[src/rtl/exc_pkg.sv]
// Shared types and constants for the exception unit.
// Defines the handler FSM states, next-PC select codes and cause codes.
package exc_pkg;

    typedef enum logic [1:0] {
        IDLE    = 2'd0,
        HANDLER = 2'd1,
        LOCKED  = 2'd2
    } exc_state_t;

    localparam logic [1:0] PCSEL_SEQ  = 2'b00;
    localparam logic [1:0] PCSEL_VEC  = 2'b01;
    localparam logic [1:0] PCSEL_ELR  = 2'b10;
    localparam logic [1:0] PCSEL_HOLD = 2'b11;

    localparam logic [3:0] ES_EXTIRQ = 4'b0001;
    localparam logic [3:0] ES_BADOP  = 4'b0010;

endpackage

[src/rtl/exception_unit_irq_latch.sv]
// Rising-edge detector and pending flag for the external interrupt line.
// Ports: clk, reset (sync, active-low), irq_req, ack in; pending out.
module irq_latch (
    input  logic clk,
    input  logic reset,
    input  logic irq_req,
    input  logic ack,
    output logic pending
);

    logic irq_q, irq_d;
    logic pending_q, pending_d;
    logic rise;

    always_comb begin
        rise      = irq_req & ~irq_q;
        irq_d     = irq_req;
        // A new edge wins over an ack in the same cycle.
        pending_d = (pending_q & ~ack) | rise;
    end

    always_ff @(posedge clk) begin
        if (!reset) begin
            irq_q     <= 1'b0;
            pending_q <= 1'b0;
        end else begin
            irq_q     <= irq_d;
            pending_q <= pending_d;
        end
    end

    assign pending = pending_q;

endmodule

[src/rtl/exception_unit.sv]
// Single-level exception/interrupt stage: saves ELR/ESR, selects next PC.
// Ports: irq_req/Exc/ERet/EStatus/ExtlAck/PC in; ExtIRQ/ExcAck/PCSel/excPC/ELR/ESR/status out.
module exception_unit
    import exc_pkg::*;
#(
    parameter int             N          = 64,
    parameter logic [N-1:0]   EXC_VECTOR = 64'hD8
) (
    input  logic         clk,
    input  logic         reset,
    input  logic         irq_req,
    input  logic         Exc,
    input  logic         ERet,
    input  logic [3:0]   EStatus,
    input  logic         ExtlAck,
    input  logic [N-1:0] PC,
    output logic         ExtIRQ,
    output logic         ExcAck,
    output logic [1:0]   PCSel,
    output logic [N-1:0] excPC,
    output logic [N-1:0] ELR,
    output logic [3:0]   ESR,
    output logic         in_handler,
    output logic         locked
);

    exc_state_t   state_q, state_d;
    logic [N-1:0] elr_q, elr_d;
    logic [3:0]   esr_q, esr_d;
    logic         pending;

    irq_latch u_irq_latch (
        .clk     (clk),
        .reset   (reset),
        .irq_req (irq_req),
        .ack     (ExtlAck),
        .pending (pending)
    );

    always_comb begin
        state_d = state_q;
        elr_d   = elr_q;
        esr_d   = esr_q;
        ExcAck  = 1'b0;
        PCSel   = PCSEL_SEQ;
        unique case (state_q)
            IDLE: begin
                // ERET here is a NOP.
                if (Exc) begin
                    state_d = HANDLER;
                    elr_d   = PC;
                    esr_d   = EStatus;
                    ExcAck  = 1'b1;
                    PCSel   = PCSEL_VEC;
                end
            end
            HANDLER: begin
                // A fault inside the handler is fatal and beats ERET.
                if (Exc) begin
                    state_d = LOCKED;
                    PCSel   = PCSEL_HOLD;
                end else if (ERet) begin
                    state_d = IDLE;
                    PCSel   = PCSEL_ELR;
                end
            end
            LOCKED: begin
                PCSel = PCSEL_HOLD;
            end
            default: begin
                state_d = LOCKED;
                PCSel   = PCSEL_HOLD;
            end
        endcase
    end

    always_ff @(posedge clk) begin
        if (!reset) begin
            state_q <= IDLE;
            elr_q   <= '0;
            esr_q   <= '0;
        end else begin
            state_q <= state_d;
            elr_q   <= elr_d;
            esr_q   <= esr_d;
        end
    end

    // Pending IRQs are held, not dropped, while masked.
    assign ExtIRQ     = pending & (state_q == IDLE);
    assign excPC      = EXC_VECTOR;
    assign ELR        = elr_q;
    assign ESR        = esr_q;
    assign in_handler = (state_q == HANDLER);
    assign locked     = (state_q == LOCKED);

endmodule

[config.mk]
export PLATFORM = sky130hd
export DESIGN_NAME = exception_unit
export DESIGN_NICKNAME = d
export VERILOG_FILES = /design/src/rtl/exc_pkg.sv /design/src/rtl/exception_unit_irq_latch.sv /design/src/rtl/exception_unit.sv
export SDC_FILE = /design/constraint.sdc
export NUM_CORES = 1
export LEC_CHECK = 0
export ABC_CLOCK_PERIOD_IN_PS = 1650
export BUFFER_PORTS_ARGS = -buffer_cell sky130_fd_sc_hd__buf_4
export CORE_ASPECT_RATIO = 1.1
export CORE_UTILIZATION = 32
export CTS_BUF_LIST = sky130_fd_sc_hd__clkbuf_8 sky130_fd_sc_hd__clkbuf_16
export DETAILED_ROUTE_END_ITERATION = 6
export HOLD_SLACK_MARGIN = 0.05
export PLACE_DENSITY_LB_ADDON = 0.15
export SLEW_MARGIN = 20
export SYNTH_ARGS = -nofsm -noshare
export SYNTH_HDL_FRONTEND = slang
export SYNTH_HIERARCHICAL = 1
export SYNTH_SLANG_ARGS = --single-unit
[constraint.sdc]
create_clock -name clk -period 1.65 [get_ports clk]
set_input_delay 0 -clock clk [delete_from_list [all_inputs] [get_ports clk]]
set_output_delay 0 -clock clk [all_outputs]
set_load 0.1 [all_outputs]
# Word-level counts from Yosys, hierarchy flattened
# Cells that the tools add are included.
# totals
reg_bits	72
out_inout_bits	138
word_cells	29
# op_classes
eq_ne	4
n_mux	10
n_bitwise	7
reduce_logical	3
# ops
op	count
2-bit 2-to-1 mux	5
2-bit one-hot mux with 3 select lines	1
2-bit one-hot mux with 2 select lines	1
1-bit bitwise AND	3
1-bit 2-to-1 mux	3
3-bit inequality test (second input constant)	1
1-bit NOT	3
3-bit AND reduction	1
2-bit by 1-bit equality test with 1-bit output (second input constant)	1
2-bit equality test (second input constant)	1
2-bit zero test	1
2-bit inequality test (second input constant)	1
2-bit AND reduction	1
1-bit OR	1

# Depth between registers and ports, before layout
# Gate-level depths: netlist of run 1.
# depth
ltp_word	3
ltp_mapped	5

# Cells and area by module
# The synthesis of run 1 kept the hierarchy.
# by_module_without_submodules
mod	n_inst	cells_each	area_each_um2
exception_unit	1	376	3310.7
irq_latch	1	6	77.6

# Worst setup path before layout of run 1
# Ideal clock, no wire load.
# synth_timing
kind	reg-to-output
start	register u_irq_latch.pending_q, in the netlist u_irq_latch/pending
end	output ExtIRQ
t_arrival_ps	2578
required_ps	1650
setup_slack_ps	-928
stages_incl_launch_ff	2
n_path_buf	0
path_cell_list	dfxtp_1 > nor3b_1
# synth_via
elab_chain_len	1
# synth_lines
element	line_no	rtl
from (decl)	exception_unit_irq_latch.sv:12	logic pending_q, pending_d;
from (signal assigned)	exception_unit_irq_latch.sv:28	pending_q <= pending_d;
1-bit bitwise AND	exception_unit.sv:90	assign ExtIRQ = pending & (state_q == IDLE);
to (decl)	exception_unit.sv:17	output logic ExtIRQ,
# Every way passes these cells.

# Worst setup path in the final report of run 1
# layout_timing
start	register state_q[0]
end	output ExcAck
# layout_via
elab_chain_len	2
# layout_lines
element	line_no	rtl
from (decl)	exception_unit.sv:27	exc_state_t state_q, state_d;
from (signal assigned)	exception_unit.sv:83	state_q <= state_d;
2-bit zero test	exception_unit.sv:46	unique case (state_q)
1-bit 2-to-1 mux	exception_unit.sv:46	
to (decl)	exception_unit.sv:18	output logic ExcAck,
# Every way passes these cells.

==> metrics, run 1 <==
Clock Latency Late Sink=0.33 ns; share of cells above drive strength 1=29.2%; Worst Clk Skew=0.00675 ns; Critical Path Max Stage Delay=0.39 ns; multi-input gate area in the final layout=1570 sq um; initial antenna violation count=0; capture point of the worst reg-to-reg path=ELR[43]; Int Power=3.47 mW; number of synthesized register bits=72; DIE AREA=11000 sq um; initial standard-cell utilization of the core=32.8%; series of cell instances along the critical path=nor3b_4, clkbuf_16, buf_6; startpoint of the worst hold path=reset; setup slack, reg-to-reg=0.26 ns; Layout Nets=669; number of different library cells in the post-synthesis netlist=22; share of the clock period used by the worst path=93.2%; cell area after synthesis=3390 sq um; # H-tree levels=3; Detailed Route WL=7970 um; Worst Setup Slack post-DPL=0.287 ns; switching fraction of total power=43.7%; arrival time at the worst endpoint=1.54 ns; gpl congestion=0.665; Worst Hold Depth=3; RSZ-0062 raised after global routing=no; nature of the critical path startpoint=register; number of global-route vias before repair=2760; kind of end point of the critical path=primary output; drt pass-1 iters=4; number of sinks handled by clock tree synthesis=72; worst vdd rail ir drop=0.533 mV; data required time of the worst path=1.65 ns; total congestion overflow after global routing=0; register cell area after layout=1440 sq um; max-cap violations=0; number of diodes=0; count of flip-flops with a built-in enable after synthesis=0; post-synthesis to final-layout area growth=59.4%; TritonCTS clock tree=yes; post-route setup slack=0.113 ns; most instantiated flip-flop cell in the synthesis netlist=sky130_fd_sc_hd__dfxtp_1; Clk Tree Root Cell=sky130_fd_sc_hd__clkbuf_16; clock power share=28.2%; static leakage=2.65 nW; via count=2954; proportion of netlist area held by the largest area contributor=42.5%; clock slew at reported path FFs=0.05 ns; GR Util All Layers=14.3%; Filler Cell Count=974; Boundary Pins=212; Reg power frac=31.6%; post-synth top area cell=sky130_fd_sc_hd__dfxtp_1; cells on worst reg2reg path=4; average wire per cell in the routed design=10.7 um; Gate Count Post-Synth=382; CTS max path bufs=2; ys async rst share=0%; Reg-to-Reg Start=state_q[0]; Avg Vias per Cell=3.98; Worst Setup Path Type=register to primary output; outcome=completed; mean area per synthesized cell=8.87 sq um; final critical delay including setup and external delays=1.54 ns; largest net degree at the start of global routing=47; number of clock buffers inserted by TritonCTS=9; maximum achievable frequency=651 MHz; antenna viol nets, final=0; hold violation total from the final report=0; commonest cells after routing, fill and taps aside=149 x sky130_fd_sc_hd__buf_4, 136 x sky130_fd_sc_hd__nand2_1, 72 x sky130_fd_sc_hd__dfxtp_1, 72 x sky130_fd_sc_hd__dlygate4sd3_1, 68 x sky130_fd_sc_hd__mux2i_1; minimum hold slack=0.118 ns; Final Slew Violations=0; chip height=110 um; Slowest cell on crit path=sky130_fd_sc_hd__dfxtp_1; number of violations reported at the end of detailed-routing iteration 0=41; leading post-synthesis cells by cell area=sky130_fd_sc_hd__dfxtp_1 43%, sky130_fd_sc_hd__mux2i_1 20%, sky130_fd_sc_hd__buf_4 15%, sky130_fd_sc_hd__nand2_1 15%, sky130_fd_sc_hd__clkbuf_1 1.2%; count of buffer and inverter cells on the critical path=2; number of buffer cells added on primary ports=147; share of the yosys chip area belonging to registers=42.5%; first-pass GRT wire length=12200 um; hpwl dp=5100 um; CP Max Fanout=21; combinational cell fraction of total power=40.3%; areal power density over the cells=1140 nW/um^2; most common cell after layout, fill and taps aside=sky130_fd_sc_hd__buf_4; hold crit path type=primary input to register; number of warnings issued by yosys=6; Std-Cell Core Area=10300 sq um; die extent in x=100 um; standard-cell rows=39; number of failing setup endpoints in the final timing report=0; DRC violations left=0; Crit path max-delay family=buffers and inverters; Worst Hold Path EP=ELR[48]; Layout Utilization=52.2%; reported net switching power=2.70 mW
## stage by stage
stage / cell area (sq um) / cells / total power [mW] / setup TNS [ns]
global route: 5400 / 743 / 6.41 / 0
finish: 5400 / 743 / 6.17 / 0
CTS: 5380 / 741 / 6.22 / 0
global placement: 4390 / 653 / 4.31 / 0
detailed placement: 4390 / 653 / 4.32 / 0
floorplan: 3630 / 444 / 4.03 / -0.295
## cells by family after synthesis
group / count (synthesis) / synth area share (%)
multiplexers: 68 / 20.1
other: 2 / 0.222
AO/OA/AOI/OAI: 4 / 0.775
AND/OR/NAND/NOR: 149 / 18.0
buffers and inverters: 87 / 18.4
flip-flops: 72 / 42.5
## cell type report
| type | count | area share (%) |
|---|---|---|
| repair buffers | 227 | 36.0 |
| multi-input cells | 285 | 29.0 |
| flip-flops and latches | 72 | 26.7 |
| clock buffers | 10 | 4.42 |
| well taps | 143 | 3.31 |
| clock inverters | 6 | 0.510 |
## routing by layer
layer	routed length, um	vias to the layer above	track usage [%]
li1	-	1512	-
met5	0	-	0
met1	3350	1306	14.6
met3	697	10	6.04
met4	141	0	7.56
met2	3780	126	24.9
## worst register-to-register path, stage by stage (launching register included)
cell	delay, ns
sky130_fd_sc_hd__dfxtp_1	0.39
sky130_fd_sc_hd__nor3b_4	0.30
sky130_fd_sc_hd__buf_4	0.17
sky130_fd_sc_hd__buf_6	0.25
sky130_fd_sc_hd__mux2i_1	0.21
## state kept, by name (all words and copies together), names as in the netlist
signal               cells
ESR                      4
u_irq_latch/pending      1
ELR                     64
u_irq_latch/irq_q        1
state_q                  2
## how the worst max path moves through the flow
stage	slack, ns	start	end	cells past startpoint
2_1_floorplan	-0.15	state_q[0]	in_handler	1
3_3_place_gp	0.31	state_q[1]	ELR[20]	4
3_5_place_dp	0.29	state_q[1]	ELR[27]	4
4_1_cts	0.01	state_q[1]	ExcAck	3
5_1_grt	0.04	state_q[0]	ExcAck	3
6_report	0.11	state_q[0]	ExcAck	3
## power groups by stage
| stage | Sequential (mW) | Clock, mW | Combinational (mW) |
|---|---|---|---|
| floorplan | 2.86 | 0 | 1.17 |
| global placement | 1.98 | 0 | 2.33 |
| detailed placement | 1.98 | 0 | 2.34 |
| CTS | 1.95 | 1.79 | 2.48 |
| global route | 1.96 | 1.87 | 2.57 |
| finish | 1.95 | 1.74 | 2.48 |
## Yosys cell counts (2+ instances only)
master                     instances
sky130_fd_sc_hd__mux2i_1          68
sky130_fd_sc_hd__nor2b_1           3
sky130_fd_sc_hd__nand2b_1          4
sky130_fd_sc_hd__nand2_1         136
sky130_fd_sc_hd__buf_1             2
sky130_fd_sc_hd__a21oi_1           2
sky130_fd_sc_hd__clkbuf_1         11
sky130_fd_sc_hd__buf_2             2
sky130_fd_sc_hd__conb_1            2
sky130_fd_sc_hd__buf_4            69
sky130_fd_sc_hd__dfxtp_1          72
## repair_timing
| action | CTS | global route |
|---|---|---|
| setup buffers | 0 | 1 |
| resized for setup | 1 | 1 |
| gates cloned | 0 | 1 |
| hold endpoints to repair | 72 | 0 |
| setup endpoints to repair | 1 | 1 |
| hold buffers | 72 | 0 |
| pin swaps | 0 | 1 |
Power figures use the tool's default switching activity.
==> inputs of run 2 (changes only) <==
--- a/config.mk
+++ b/config.mk
@@ -8,7 +8,7 @@
 export ABC_CLOCK_PERIOD_IN_PS = 1650
 export BUFFER_PORTS_ARGS = -buffer_cell sky130_fd_sc_hd__buf_4
 export CORE_ASPECT_RATIO = 1.1
-export CORE_UTILIZATION = 32
+export CORE_UTILIZATION = 43
 export CTS_BUF_LIST = sky130_fd_sc_hd__clkbuf_8 sky130_fd_sc_hd__clkbuf_16
 export DETAILED_ROUTE_END_ITERATION = 6
 export HOLD_SLACK_MARGIN = 0.05
==> metrics, run 2 (synthesized netlist as in run 1, its figures left out) <==
outcome=completed; Detailed Route WL=8490 um (+6.6%); initial standard-cell utilization of the core=44.8% (+12 points); total congestion overflow after global routing=0 (unchanged); share of the clock period used by the worst path=94.2% (+1.1 points); Slowest cell on crit path=sky130_fd_sc_hd__dfxtp_1; average wire per cell in the routed design=12.1 um (+13%); number of violations reported at the end of detailed-routing iteration 0=75 (+83%); share of cells above drive strength 1=28.8% (-0.40 points); post-route setup slack=0.0953 ns (-0.0176 ns); post-synthesis to final-layout area growth=55.1%; chip height=95.1 um (-13%); most common cell after layout, fill and taps aside=sky130_fd_sc_hd__buf_4; initial antenna violation count=0 (unchanged); Clock Latency Late Sink=0.33 ns (about the same); Worst Setup Path Type=register to primary output; number of global-route vias before repair=2822 (+2.2%); series of cell instances along the critical path=nor3b_4, buf_12, buf_6; Clk Tree Root Cell=sky130_fd_sc_hd__clkbuf_8; GR Util All Layers=20.3% (+6.1 points); CTS max path bufs=2 (unchanged); Final Slew Violations=0 (unchanged); hpwl dp=4890 um (-4.0%); drt pass-1 iters=4 (unchanged); Avg Vias per Cell=4.28 (+7.7%); number of sinks handled by clock tree synthesis=72 (unchanged); max-cap violations=0 (unchanged); worst vdd rail ir drop=0.548 mV (+2.8%); DRC violations left=0 (unchanged); minimum hold slack=0.0877 ns (-0.0303 ns); largest net degree at the start of global routing=64 (+36%); antenna viol nets, final=0 (unchanged); # H-tree levels=3 (unchanged); Worst Setup Slack post-DPL=0.279 ns (-0.00831 ns); CP Max Fanout=24 (+14%); kind of end point of the critical path=primary output; maximum achievable frequency=643 MHz (-1.1%); arrival time at the worst endpoint=1.55 ns (about the same); Worst Clk Skew=0.00689 ns (+0.000138 ns); die extent in x=86.6 um (-13%); static leakage=2.60 nW (-1.6%); data required time of the worst path=1.65 ns (about the same); Boundary Pins=212 (unchanged); nature of the critical path startpoint=register; areal power density over the cells=1090 nW/um^2 (-4.4%); RSZ-0062 raised after global routing=no; hold violation total from the final report=0 (unchanged); Critical Path Max Stage Delay=0.39 ns (about the same); Finished Layout Cells=703 (-5.4%); final critical delay including setup and external delays=1.55 ns (+0.0176 ns); Layout Nets=667 (-0.30%); via count=3009 (+1.9%); number of clock buffers inserted by TritonCTS=9 (unchanged); commonest cells after routing, fill and taps aside=148 x sky130_fd_sc_hd__buf_4, 136 x sky130_fd_sc_hd__nand2_1, 72 x sky130_fd_sc_hd__dfxtp_1, 72 x sky130_fd_sc_hd__dlygate4sd3_1, 68 x sky130_fd_sc_hd__mux2i_1; number of buffer cells added on primary ports=147 (unchanged); standard-cell rows=33 (-15%); gpl congestion=0.708 (+6.5%); hold crit path type=primary input to register; first-pass GRT wire length=13000 um (+7.3%); Std-Cell Core Area=7560 sq um (-27%); clock slew at reported path FFs=0.07 ns (+0.02 ns); TritonCTS clock tree=yes; max FFs per register=64 (unchanged); DIE AREA=8240 sq um (-25%); number of instances in the placed design=613 (-6.1%); number of diodes=0 (unchanged); total negative slack=0 ns (unchanged); number of failing setup endpoints in the final timing report=0 (unchanged)
## run 2: cell count changes in the layout (fill, tap and decap cells not counted)
cell,previous run,this run
sky130_fd_sc_hd__clkbuf_16,10,0
sky130_fd_sc_hd__clkbuf_8,1,9
sky130_fd_sc_hd__buf_4,149,148
sky130_fd_sc_hd__buf_6,2,1
sky130_fd_sc_hd__bufbuf_16,0,1
sky130_fd_sc_hd__bufinv_16,0,1
sky130_fd_sc_hd__clkinv_2,4,3
sky130_fd_sc_hd__inv_1,2,3
## run 2: metrics by stage
stage | area, sq um | util [%] | power [mW]
2_1_floorplan | 3630 | - | 4.03
3_3_place_gp | 4310 | 57.1 | 4.29
3_5_place_dp | 4310 | 57.1 | 4.30
4_1_cts | 5250 | 69.5 | 5.76
5_1_grt | 5260 | 69.6 | 5.93
6_report | 5260 | 69.6 | 5.74
## run 2: worst paths after layout
path,startpoint,cells past startpoint,endpoint,slack (ns)
hold reg to reg,ELR[51],2,ELR[51],0.46
setup reg to reg,state_q[0],4,ELR[11],0.16
hold / removal,reset,3,ELR[2],0.09
setup / recovery,state_q[0],3,ExcAck,0.1
## run 2: layer usage
layer	GRT usage, %	up-vias	wire [um]	share of wire [%]
li1	-	1498	-	-
met1	22.1	1369	3440	40
met2	36.4	136	4300	51
met3	6.93	6	667	7.9
met4	7.78	0	82	0.97
met5	0	-	0	0
## run 2: critical path, delay by kind of cell, from the launching register on
family        cells  cell delay, ns
flops             1            0.39
buf+inv           2            0.50
simple gates      1            0.31
## run 2: final cells by class
type | instances | area, sq um
tap | 105 | 131
clock inverter | 7 | 56.3
sequential | 72 | 1440
timing repair buffer | 225 | 1940
multi-input combinational | 285 | 1570
clock buffer | 9 | 124
fill | 572 | 2300
## run 2: what timing repair did
| item | 4_1_cts | 5_1_grt |
|---|---|---|
| resized for setup | 1 | 0 |
| hold buffers | 72 | 0 |
| pin swaps | 0 | 1 |
| gates cloned | 1 | 0 |
| buffers inserted | 0 | 1 |
| endpoints found under the hold margin | 72 | 0 |
| endpoints found under the setup margin | 1 | 1 |
## run 2: report_power, final
part / leakage [nW] / internal (mW) / total [mW] / switching, mW
Clock: 0.107 / 0.675 / 1.30 / 0.623
Combinational: 1.91 / 0.566 / 2.50 / 1.93
Sequential: 0.592 / 1.87 / 1.95 / 0.0769
